==> config.mk <==
export PLATFORM = sky130hd
export DESIGN_NAME = ulpi_phy_emu
export DESIGN_NICKNAME = d
export VERILOG_FILES = /design/src/rtl/ulpi_phy_emu.sv
export SDC_FILE = /design/constraint.sdc
export NUM_CORES = 1
export LEC_CHECK = 0
export ABC_CLOCK_PERIOD_IN_PS = 1900
export CAP_MARGIN = 40
export CORE_MARGIN = 2
export CORE_UTILIZATION = 49
export DETAILED_ROUTE_END_ITERATION = 10
export PLACE_DENSITY = 0.82
export SLEW_MARGIN = 25
export SYNTH_ARGS = -nofsm -noshare
export SYNTH_HDL_FRONTEND = slang
export SYNTH_SLANG_ARGS = --single-unit
==> constraint.sdc <==
create_clock -name clock -period 1.9 [get_ports clock]
set_input_delay 0.38 -clock clock [delete_from_list [all_inputs] [get_ports clock]]
set_output_delay 0.38 -clock clock [all_outputs]
set_load 0.02 [all_outputs]
==> src/rtl/ulpi_phy_emu.sv <==
// ULPI PHY emulator: link TX packets go out on m_axis, s_axis packets are returned to the link as RX data.
// Define ULPI_PHY_REGS_EN to build the writable register file at 0x04-0x3F.
module ulpi_phy_emu #(
    parameter logic [15:0] VENDOR_ID  = 16'h0424,
    parameter logic [15:0] PRODUCT_ID = 16'h0009,
    parameter logic [1:0]  LINESTATE  = 2'b01
) (
    input  logic       clock,
    input  logic       reset,
    output logic       ulpi_dir_o,
    output logic       ulpi_nxt_o,
    input  logic       ulpi_stp_i,
    input  logic [7:0] ulpi_data_i,
    output logic [7:0] ulpi_data_o,
    output logic       m_axis_tvalid_o,
    input  logic       m_axis_tready_i,
    output logic       m_axis_tlast_o,
    output logic [7:0] m_axis_tdata_o,
    input  logic       s_axis_tvalid_i,
    output logic       s_axis_tready_o,
    input  logic       s_axis_tlast_i,
    input  logic [7:0] s_axis_tdata_i
);

    localparam logic [7:0] RXCMD_ACTIVE = {2'b00, 2'b01, 2'b00, LINESTATE};
    localparam logic [7:0] RXCMD_END    = {4'h0, 2'b00, LINESTATE};

    typedef enum logic [3:0] {
        IDLE,
        TX_DATA,
        REG_WR,
        REG_WR_STP,
        RD_TURN,
        RD_DATA,
        RD_BACK,
        RX_TURN,
        RX_DATA,
        RX_END,
        RX_BACK
    } state_t;

    state_t     r_state;
    state_t     w_state_next;

    logic       w_dir;
    logic       w_nxt;
    logic [7:0] w_data;
    logic       w_s_ready;
    logic       w_load_pid;
    logic       w_tx_accept;
    logic       w_tx_stp;
    logic       w_latch_addr;

    logic [5:0] r_addr;
    logic [7:0] r_rd_data;
    logic [7:0] w_rd_value;
    logic       r_rx_abort;

    logic [7:0] r_buf;
    logic       r_buf_vld;
    logic       r_buf_last;
    logic [7:0] r_m_data;
    logic       r_m_valid;
    logic       r_m_last;
    logic       w_out_free;
    logic       w_flush;

    always_ff @(posedge clock or posedge reset) begin
        if (reset) begin
            r_state <= IDLE;
        end else begin
            r_state <= w_state_next;
        end
    end

    always_comb begin
        w_state_next = r_state;
        w_dir        = 1'b0;
        w_nxt        = 1'b0;
        w_data       = 8'h00;
        w_s_ready    = 1'b0;
        w_load_pid   = 1'b0;
        w_tx_accept  = 1'b0;
        w_tx_stp     = 1'b0;
        w_latch_addr = 1'b0;
        case (r_state)
            IDLE: begin
                // Pending RX traffic takes the bus; any TX CMD this cycle sees nxt=0 and is retried.
                if (s_axis_tvalid_i) begin
                    w_state_next = RX_TURN;
                end else begin
                    case (ulpi_data_i[7:6])
                        2'b01: begin
                            if (!r_buf_vld) begin
                                w_nxt        = 1'b1;
                                w_load_pid   = 1'b1;
                                w_state_next = TX_DATA;
                            end
                        end
                        2'b10: begin
                            w_nxt        = 1'b1;
                            w_latch_addr = 1'b1;
                            w_state_next = REG_WR;
                        end
                        2'b11: begin
                            w_nxt        = 1'b1;
                            w_latch_addr = 1'b1;
                            w_state_next = RD_TURN;
                        end
                        default: ;
                    endcase
                end
            end
            TX_DATA: begin
                w_nxt = m_axis_tready_i;
                if (ulpi_stp_i) begin
                    w_tx_stp     = 1'b1;
                    w_state_next = IDLE;
                end else if (m_axis_tready_i) begin
                    w_tx_accept = 1'b1;
                end
            end
            REG_WR: begin
                w_nxt        = 1'b1;
                w_state_next = ulpi_stp_i ? IDLE : REG_WR_STP;
            end
            REG_WR_STP: begin
                if (ulpi_stp_i) begin
                    w_state_next = IDLE;
                end
            end
            RD_TURN: begin
                w_dir        = 1'b1;
                w_state_next = RD_DATA;
            end
            RD_DATA: begin
                w_dir        = 1'b1;
                w_data       = r_rd_data;
                w_state_next = RD_BACK;
            end
            RD_BACK: begin
                w_state_next = IDLE;
            end
            RX_TURN: begin
                w_dir        = 1'b1;
                w_nxt        = 1'b1;
                w_state_next = RX_DATA;
            end
            RX_DATA: begin
                w_dir     = 1'b1;
                w_s_ready = 1'b1;
                // After a link stp the rest of the packet is drained silently up to tlast.
                if (s_axis_tvalid_i && !r_rx_abort) begin
                    w_nxt  = 1'b1;
                    w_data = s_axis_tdata_i;
                end else begin
                    w_data = RXCMD_ACTIVE;
                end
                if (s_axis_tvalid_i && s_axis_tlast_i) begin
                    w_state_next = RX_END;
                end
            end
            RX_END: begin
                w_dir        = 1'b1;
                w_data       = RXCMD_END;
                w_state_next = RX_BACK;
            end
            RX_BACK: begin
                w_state_next = IDLE;
            end
            default: begin
                w_state_next = IDLE;
            end
        endcase
    end

    assign ulpi_dir_o      = w_dir;
    assign ulpi_nxt_o      = w_nxt & ~reset;
    assign ulpi_data_o     = w_data;
    assign s_axis_tready_o = w_s_ready;

    always_ff @(posedge clock or posedge reset) begin
        if (reset) begin
            r_addr     <= 6'd0;
            r_rd_data  <= 8'h00;
            r_rx_abort <= 1'b0;
        end else begin
            if (w_latch_addr) begin
                r_addr <= ulpi_data_i[5:0];
            end
            if (r_state == RD_TURN) begin
                r_rd_data <= w_rd_value;
            end
            if (r_state == RX_TURN) begin
                r_rx_abort <= 1'b0;
            end else if (r_state == RX_DATA && ulpi_stp_i) begin
                r_rx_abort <= 1'b1;
            end
        end
    end

`ifdef ULPI_PHY_REGS_EN
    logic [7:0] r_regs [4:63];
    logic [7:0] r_wdata;

    always_ff @(posedge clock or posedge reset) begin
        if (reset) begin
            r_wdata <= 8'h00;
            for (int i = 4; i < 64; i++) begin
                r_regs[i] <= 8'h00;
            end
        end else begin
            if (r_state == REG_WR && !ulpi_stp_i) begin
                r_wdata <= ulpi_data_i;
            end
            if (r_state == REG_WR_STP && ulpi_stp_i && r_addr >= 6'd4) begin
                r_regs[r_addr] <= r_wdata;
            end
        end
    end
`endif

    always_comb begin
        w_rd_value = 8'h00;
        case (r_addr)
            6'h00: w_rd_value = VENDOR_ID[7:0];
            6'h01: w_rd_value = VENDOR_ID[15:8];
            6'h02: w_rd_value = PRODUCT_ID[7:0];
            6'h03: w_rd_value = PRODUCT_ID[15:8];
            default: begin
`ifdef ULPI_PHY_REGS_EN
                w_rd_value = r_regs[r_addr];
`endif
            end
        endcase
    end

    // One byte is held back so the byte before stp can be tagged as last.
    assign w_out_free = !r_m_valid || m_axis_tready_i;
    assign w_flush    = r_buf_vld && (r_buf_last || w_tx_stp) && w_out_free;

    always_ff @(posedge clock or posedge reset) begin
        if (reset) begin
            r_buf      <= 8'h00;
            r_buf_vld  <= 1'b0;
            r_buf_last <= 1'b0;
            r_m_data   <= 8'h00;
            r_m_valid  <= 1'b0;
            r_m_last   <= 1'b0;
        end else begin
            if (r_m_valid && m_axis_tready_i) begin
                r_m_valid <= 1'b0;
            end
            if (w_load_pid) begin
                r_buf      <= {~ulpi_data_i[3:0], ulpi_data_i[3:0]};
                r_buf_vld  <= 1'b1;
                r_buf_last <= 1'b0;
            end else if (w_tx_accept) begin
                r_m_data  <= r_buf;
                r_m_last  <= 1'b0;
                r_m_valid <= 1'b1;
                r_buf     <= ulpi_data_i;
            end else if (w_flush) begin
                r_m_data   <= r_buf;
                r_m_last   <= 1'b1;
                r_m_valid  <= 1'b1;
                r_buf_vld  <= 1'b0;
                r_buf_last <= 1'b0;
            end else if (w_tx_stp) begin
                r_buf_last <= 1'b1;
            end
        end
    end

    assign m_axis_tvalid_o = r_m_valid;
    assign m_axis_tdata_o  = r_m_data;
    assign m_axis_tlast_o  = r_m_last;

endmodule
==> results of run 1 <==
cells by family after synthesis:
family / after synthesis
xor+xnor: 1
mux: 18
buf+inv: 9
compound gates: 34
flops: 34
simple gates: 56
cell usage in the layout, fill, tap and decap left out, types with 3 or more instances in the layout:
cell type        synthesis  routed
nand2_1                 14       8
mux2_2                  14      14
nor2b_1                  4       3
a21oi_1                  3       3
and2_4                   0       4
nor2_1                  14      12
nand2_2                  0       4
a221o_1                  4       4
mux2_4                   4       4
nand2b_1                 3       3
inv_1                    4       3
clkbuf_4                 0       5
o21ai_0                  7       5
clkdlybuf4s50_1          0      31
nor3_1                   3       3
dfrtp_2                  0       4
buf_4                    1      40
buf_6                    1      18
dfrtp_1                 34      30
a22o_1                   3       3
power by group:
group	total (W)	internal (W)	switching [W]
registers	0.00139	0.00107	0.000318
clock network	0.000437	0.000178	0.000259
logic	0.00251	0.00138	0.00113
worst paths after layout:
check	start	endpoint	slack, ns	cells past startpoint
max reg2reg	r_state[1]$_DFFE_PP0P_	m_axis_tdata_o[4]$_DFFE_PP0P_	-0.08	8
max	r_state[1]$_DFFE_PP0P_	ulpi_nxt_o	-0.37	6
min	reset	r_state[2]$_DFFE_PP0P_	0.51	3
min reg2reg	r_addr[1]$_DFFE_PP0P_	r_rd_data[2]$_DFFE_PP0P_	0.52	1
min in group clock	r_addr[1]$_DFFE_PP0P_	r_rd_data[2]$_DFFE_PP0P_	0.52	1
max in group asynchronous	reset	r_state[1]$_DFFE_PP0P_	1.06	3
cell type report:
type                            count  area (µm²)  area share [%]
Clock buffer                        6        51.3            1.86
Clock inverter                      2        12.5           0.453
Inverter                            4        17.5           0.634
Multi-Input combinational cell    109         933            33.8
Sequential cell                    34         856            31.0
Tap cell                           46        57.6            2.08
Timing Repair Buffer               90         833            30.2
metal layers:
metal	wire, µm	GRT usage, %
met5	0	0
met4	223	14.1
met3	271	8.04
met2	2930	46.6
met1	2110	30.8
timing repair:
action                     4_1_cts  5_1_grt
setup buffers                   10        7
hold endpoints to repair         0        0
pin swaps                        9        6
setup endpoints to repair       19       28
gates resized for setup         89       16
synthesized netlist by cell type, types with 2 or more instances:
library cell  count
a21o_1            2
nor3_1            3
mux2_4            4
o31ai_1           2
nand3_1           2
dfrtp_1          34
nor2b_1           4
nor2_1           14
a22o_1            3
a21oi_1           3
a31oi_1           3
nand2b_1          3
o21a_1            2
nor3b_1           3
or4_1             2
inv_1             4
o21ai_0           7
buf_2             2
mux2_2           14
and2_1            4
a221o_1           4
nand2_1          14
sequential cells by signal, indices dropped and copies added (netlist names):
| register | flops |
|---|---|
| m_axis_tdata_o | 8 |
| r_buf | 8 |
| r_addr | 6 |
| r_state | 4 |
| r_rd_data | 3 |
| m_axis_tlast_o | 1 |
| m_axis_tvalid_o | 1 |
| r_buf_last | 1 |
| r_buf_vld | 1 |
| r_rx_abort | 1 |
through the flow:
stage	utilization (%)	total power (W)
5_1_grt	82.1	0.00455
3_5_place_dp	72.8	0.00334
4_1_cts	79.1	0.00407
3_3_place_gp	72.8	0.00324
6_report	82.1	0.00434
2_1_floorplan	-	0.00247
critical path, stage by stage (launching register included):
cell	delay, ns
dfrtp_2	0.49
nor4b_4	0.33
nor3b_4	0.28
buf_6	0.13
inv_4	0.03
a31oi_4	0.14
buf_6	0.13
==> impl_metrics.toml, run 1 <==
[logic_synthesis]
ys_top_cells_by_area = "dfrtp_1 (49%), mux2_2 (9.1%), mux2_4 (3.5%)"
yosys_warnings = 0
synthAdderAreaFrac_pct = 0
synth-compound-area-share_pct = 15.7
synth.distinct_cells = 41
synthMuxAreaShare_pct = 12.6
synth_cells = 152
synthesis.area_mm2 = 0.00173
ys_seq_elements = 34
ys_async_sr_fraction_pct = 100
synth_top_family_by_area = "simple AND/OR/NAND/NOR gates"
ys.flop_type = "dfrtp_1"
avgSynthCellArea_um2 = 11.4
synth-edff-count = 0
synth-simple-area-share_pct = 19.2
ys_seq_area_share_pct = 49.2
synth_xor_area_share_pct = 0.507
syn_nets = 174
yosysTopAreaCell = "dfrtp_1"
synth_top_cell_area_share_pct = 49.2

[clock_network]
h-tree-depth = 2
cts_hold_buffers = 0
root_buffer = "clkbuf_4"
cts_max_path_buffers = 2
clk_pin_slew_worst_paths_ns = 0.11
cts.sinks = 34
cts_made_buffers = 5
clkLatencyLatePin_ns = 0.34
cts_tree = "yes"

[die]
fp.dieH_um = 63.4
start_util_pct = 51.4
die_x_um = 63.4
io_pins = 43
coreArea_mm2 = 0.00336
dieArea_mm2 = 0.00402
fp-row-count = 21

[pwr]
p_per_area_mw_per_mm2 = 1570
ir_drop_uv = 794
p_leak_nw = 1.27

[timing]
tns_ns = -3.36
fmax_mhz = 441
worst_slew_pin_slew_ns = 0.432
slew_viol_final = 0
hold_viol = 0
fin_hold_ws_ns = 0.506
slew_headroom_pct = 71.2
postLayoutSetupSlackWorst_ns = -0.368
skew_ns = 0.0108
finalSetupViolations = 18
finalCritPeriodShare_pct = 119
rsz0062_at_grt = "yes"
period_needed_ns = 2.27

[place]
place_area_mm2 = 0.00245
dp_hpwl_um = 3330
pre_cts_slack_ns = -0.769
dpl.cell_count = 268
finalWeightedCongestion = 0.862
io_buffers = 42

[final_layout]
antenna_cells_inserted = 0
nFillCells = 204
nets = 266
final_cell_area_mm2 = 0.00276
area_growth_pct = 59.8
stdcell_count = 291
drive_above_1_share_pct = 47.8

[setup_path]
cp.required_ns = 1.52
crit_path_end_kind = "output port"
setup.worst_path.class = "flop to output port"
critPathMaxFanout = 4
crit_arrival_ns = 1.89
worst_setup_path_start_kind = "flop"

[global_routing]
grt_usage_pct = 27.3
antenna_found_initial = 0
grt_pass1_wl_um = 8310
grt_max_degree = 35
globalRouteOverflowTotal = 0
grt_pass1_vias = 1763

[routing]
drt_iter0_drc = 186
ant_nets = 0
viasPerCell = 5.71
wl_um = 5540
avgRoutedWirePerCell_um = 19.0
drc = 0
dr.pass1.iters = 4
vias = 1663

[run_status]
outcome = "complete, but fails checks"
violations = "setup timing"

[job]
max_cap_violations = 0

[hold_path]
hold_path_class = "input pin to async pin"
No activity file was read; power rests on OpenSTA's default activity.
==> run 2, diff against run 1 <==
- PLACE_DENSITY: 0.82 -> 0.87
==> run 2 against run 1 <==
Compared with the run above: the run still ends with setup timing left; combinational power rose by 4%; final cell count rose by 0.69%; critical path depth did not move; via count fell by 3.2%; clock skew rose by 0.0015 ns; critical endpoint unchanged; largest cell class unchanged.
==> impl_metrics.toml, run 2 (same netlist as run 1, synthesis figures left out) <==
[run_status]
outcome = "complete, but fails checks"
violations = "setup timing"

[timing]
fin_hold_ws_ns = 0.503
slew_headroom_pct = 71.6
finalSetupViolations = 13
postLayoutSetupSlackWorst_ns = -0.331
hold_viol = 0
rsz0062_at_grt = "yes"
finalCritPeriodShare_pct = 117
slew_viol_final = 0
skew_ns = 0.0123
worst_slew_pin_slew_ns = 0.426
tns_ns = -2.35
fmax_mhz = 448
period_needed_ns = 2.23

[global_routing]
antenna_found_initial = 0
grt_pass1_vias = 1710
grt_pass1_wl_um = 8160
grt_usage_pct = 26.3
globalRouteOverflowTotal = 0
grt_max_degree = 35

[die]
fp.dieH_um = 63.4
dieArea_mm2 = 0.00402
start_util_pct = 51.4
die_x_um = 63.4
coreArea_mm2 = 0.00336
fp-row-count = 21
io_pins = 43

[clock_network]
clkLatencyLatePin_ns = 0.34
cts_tree = "yes"
cts_hold_buffers = 0
cts.sinks = 34
cts_made_buffers = 5
root_buffer = "clkbuf_4"
h-tree-depth = 2
clk_pin_slew_worst_paths_ns = 0.12
cts_max_path_buffers = 2

[place]
finalWeightedCongestion = 0.810
io_buffers = 42
dp_hpwl_um = 3280
place_area_mm2 = 0.00246

[routing]
wl_um = 5260
viasPerCell = 5.49
avgRoutedWirePerCell_um = 18.0
vias = 1610
drc = 0
dr.pass1.iters = 4
ant_nets = 0
drt_iter0_drc = 97

[pwr]
p_per_area_mw_per_mm2 = 1620
p_leak_nw = 1.32
ir_drop_uv = 928

[final_layout]
drive_above_1_share_pct = 49.8
multiInputGateArea_um2 = 976
layout_commonest_cell = "buf_4"
area_growth_pct = 66.3
layout_common_cells = "buf_4 (40), clkdlybuf4s50_1 (31), dfrtp_1 (30), buf_6 (18), mux2_2 (13)"
nets = 268
nFillCells = 175
final_cell_area_mm2 = 0.00287
antenna_cells_inserted = 0
seq_area_um2 = 856

[job]
max_cap_violations = 0

[setup_path]
setup.worst_path.class = "flop to output port"
critPathMaxFanout = 5
worst_setup_path_start_kind = "flop"
crit_path_end_kind = "output port"
cp.required_ns = 1.52
crit_arrival_ns = 1.85

[hold_path]
hold_path_class = "flop to flop"
## run 2: area by class of cell
type	instances	area share (%)
multi-input combinational	109	34.0
timing repair buffer	92	30.0
sequential	34	29.8
clock inverter	3	2.39
tap	46	2.00
clock buffer	5	1.31
inverter	4	0.522
## run 2: through the flow
stage / cells / setup WS (ns) / total power (W) / utilization, %
after floorplan: 152 / -0.138 / 0.00247 / -
after global placement: 269 / -0.722 / 0.00325 / 73.0
after detailed placement: 269 / -0.758 / 0.00333 / 73.0
after CTS: 289 / -0.307 / 0.00444 / 83.1
after global routing: 293 / -0.413 / 0.00489 / 85.5
final: 293 / -0.331 / 0.00464 / 85.5
## run 2: path summary, 6_finish.rpt
kind / start / to / slack [ns] / cells after the start
min in group asynchronous: reset / r_buf_last$_DFFE_PP0P_ / 0.53 / 3
worst min register to register: r_rd_data[2]$_DFFE_PP0P_ / r_rd_data[2]$_DFFE_PP0P_ / 0.50 / 2
worst max-delay path: r_state[1]$_DFFE_PP0P_ / ulpi_nxt_o / -0.33 / 6
worst max register to register: r_state[1]$_DFFE_PP0P_ / m_axis_tdata_o[4]$_DFFE_PP0P_ / -0.02 / 8
worst min-delay path: r_rd_data[2]$_DFFE_PP0P_ / r_rd_data[2]$_DFFE_PP0P_ / 0.50 / 2
max in group asynchronous: reset / r_state[3]$_DFFE_PP0P_ / 1.02 / 3
## run 2: power breakdown
| group | total, W | switching, W | internal, W |
|---|---|---|---|
| Sequential | 0.00134 | 0.000268 | 0.00107 |
| Combinational | 0.00262 | 0.00116 | 0.00147 |
| Clock | 0.000679 | 0.000267 | 0.000411 |
| Total | 0.00464 | 0.00169 | 0.00295 |
## run 2: metal layers
metal	share of wire, %	GRT usage (%)
met1	42	31.4
met5	0	0
met4	1.9	8.70
met3	4.6	4.11
met2	51	48.2
## run 2: repair_timing
item / CTS / global route
resized for setup: 99 / 12
setup buffers: 13 / 6
cloned: 0 / 1
setup endpoints to repair: 19 / 25
pin swaps: 12 / 9
## run 2: critical path, cell delays in order (launching register included)
cell,delay (ns)
dfrtp_2,0.46
buf_6,0.15
nor4bb_4,0.29
a21oi_1,0.06
or2_4,0.24
a31oi_4,0.17
buf_6,0.14
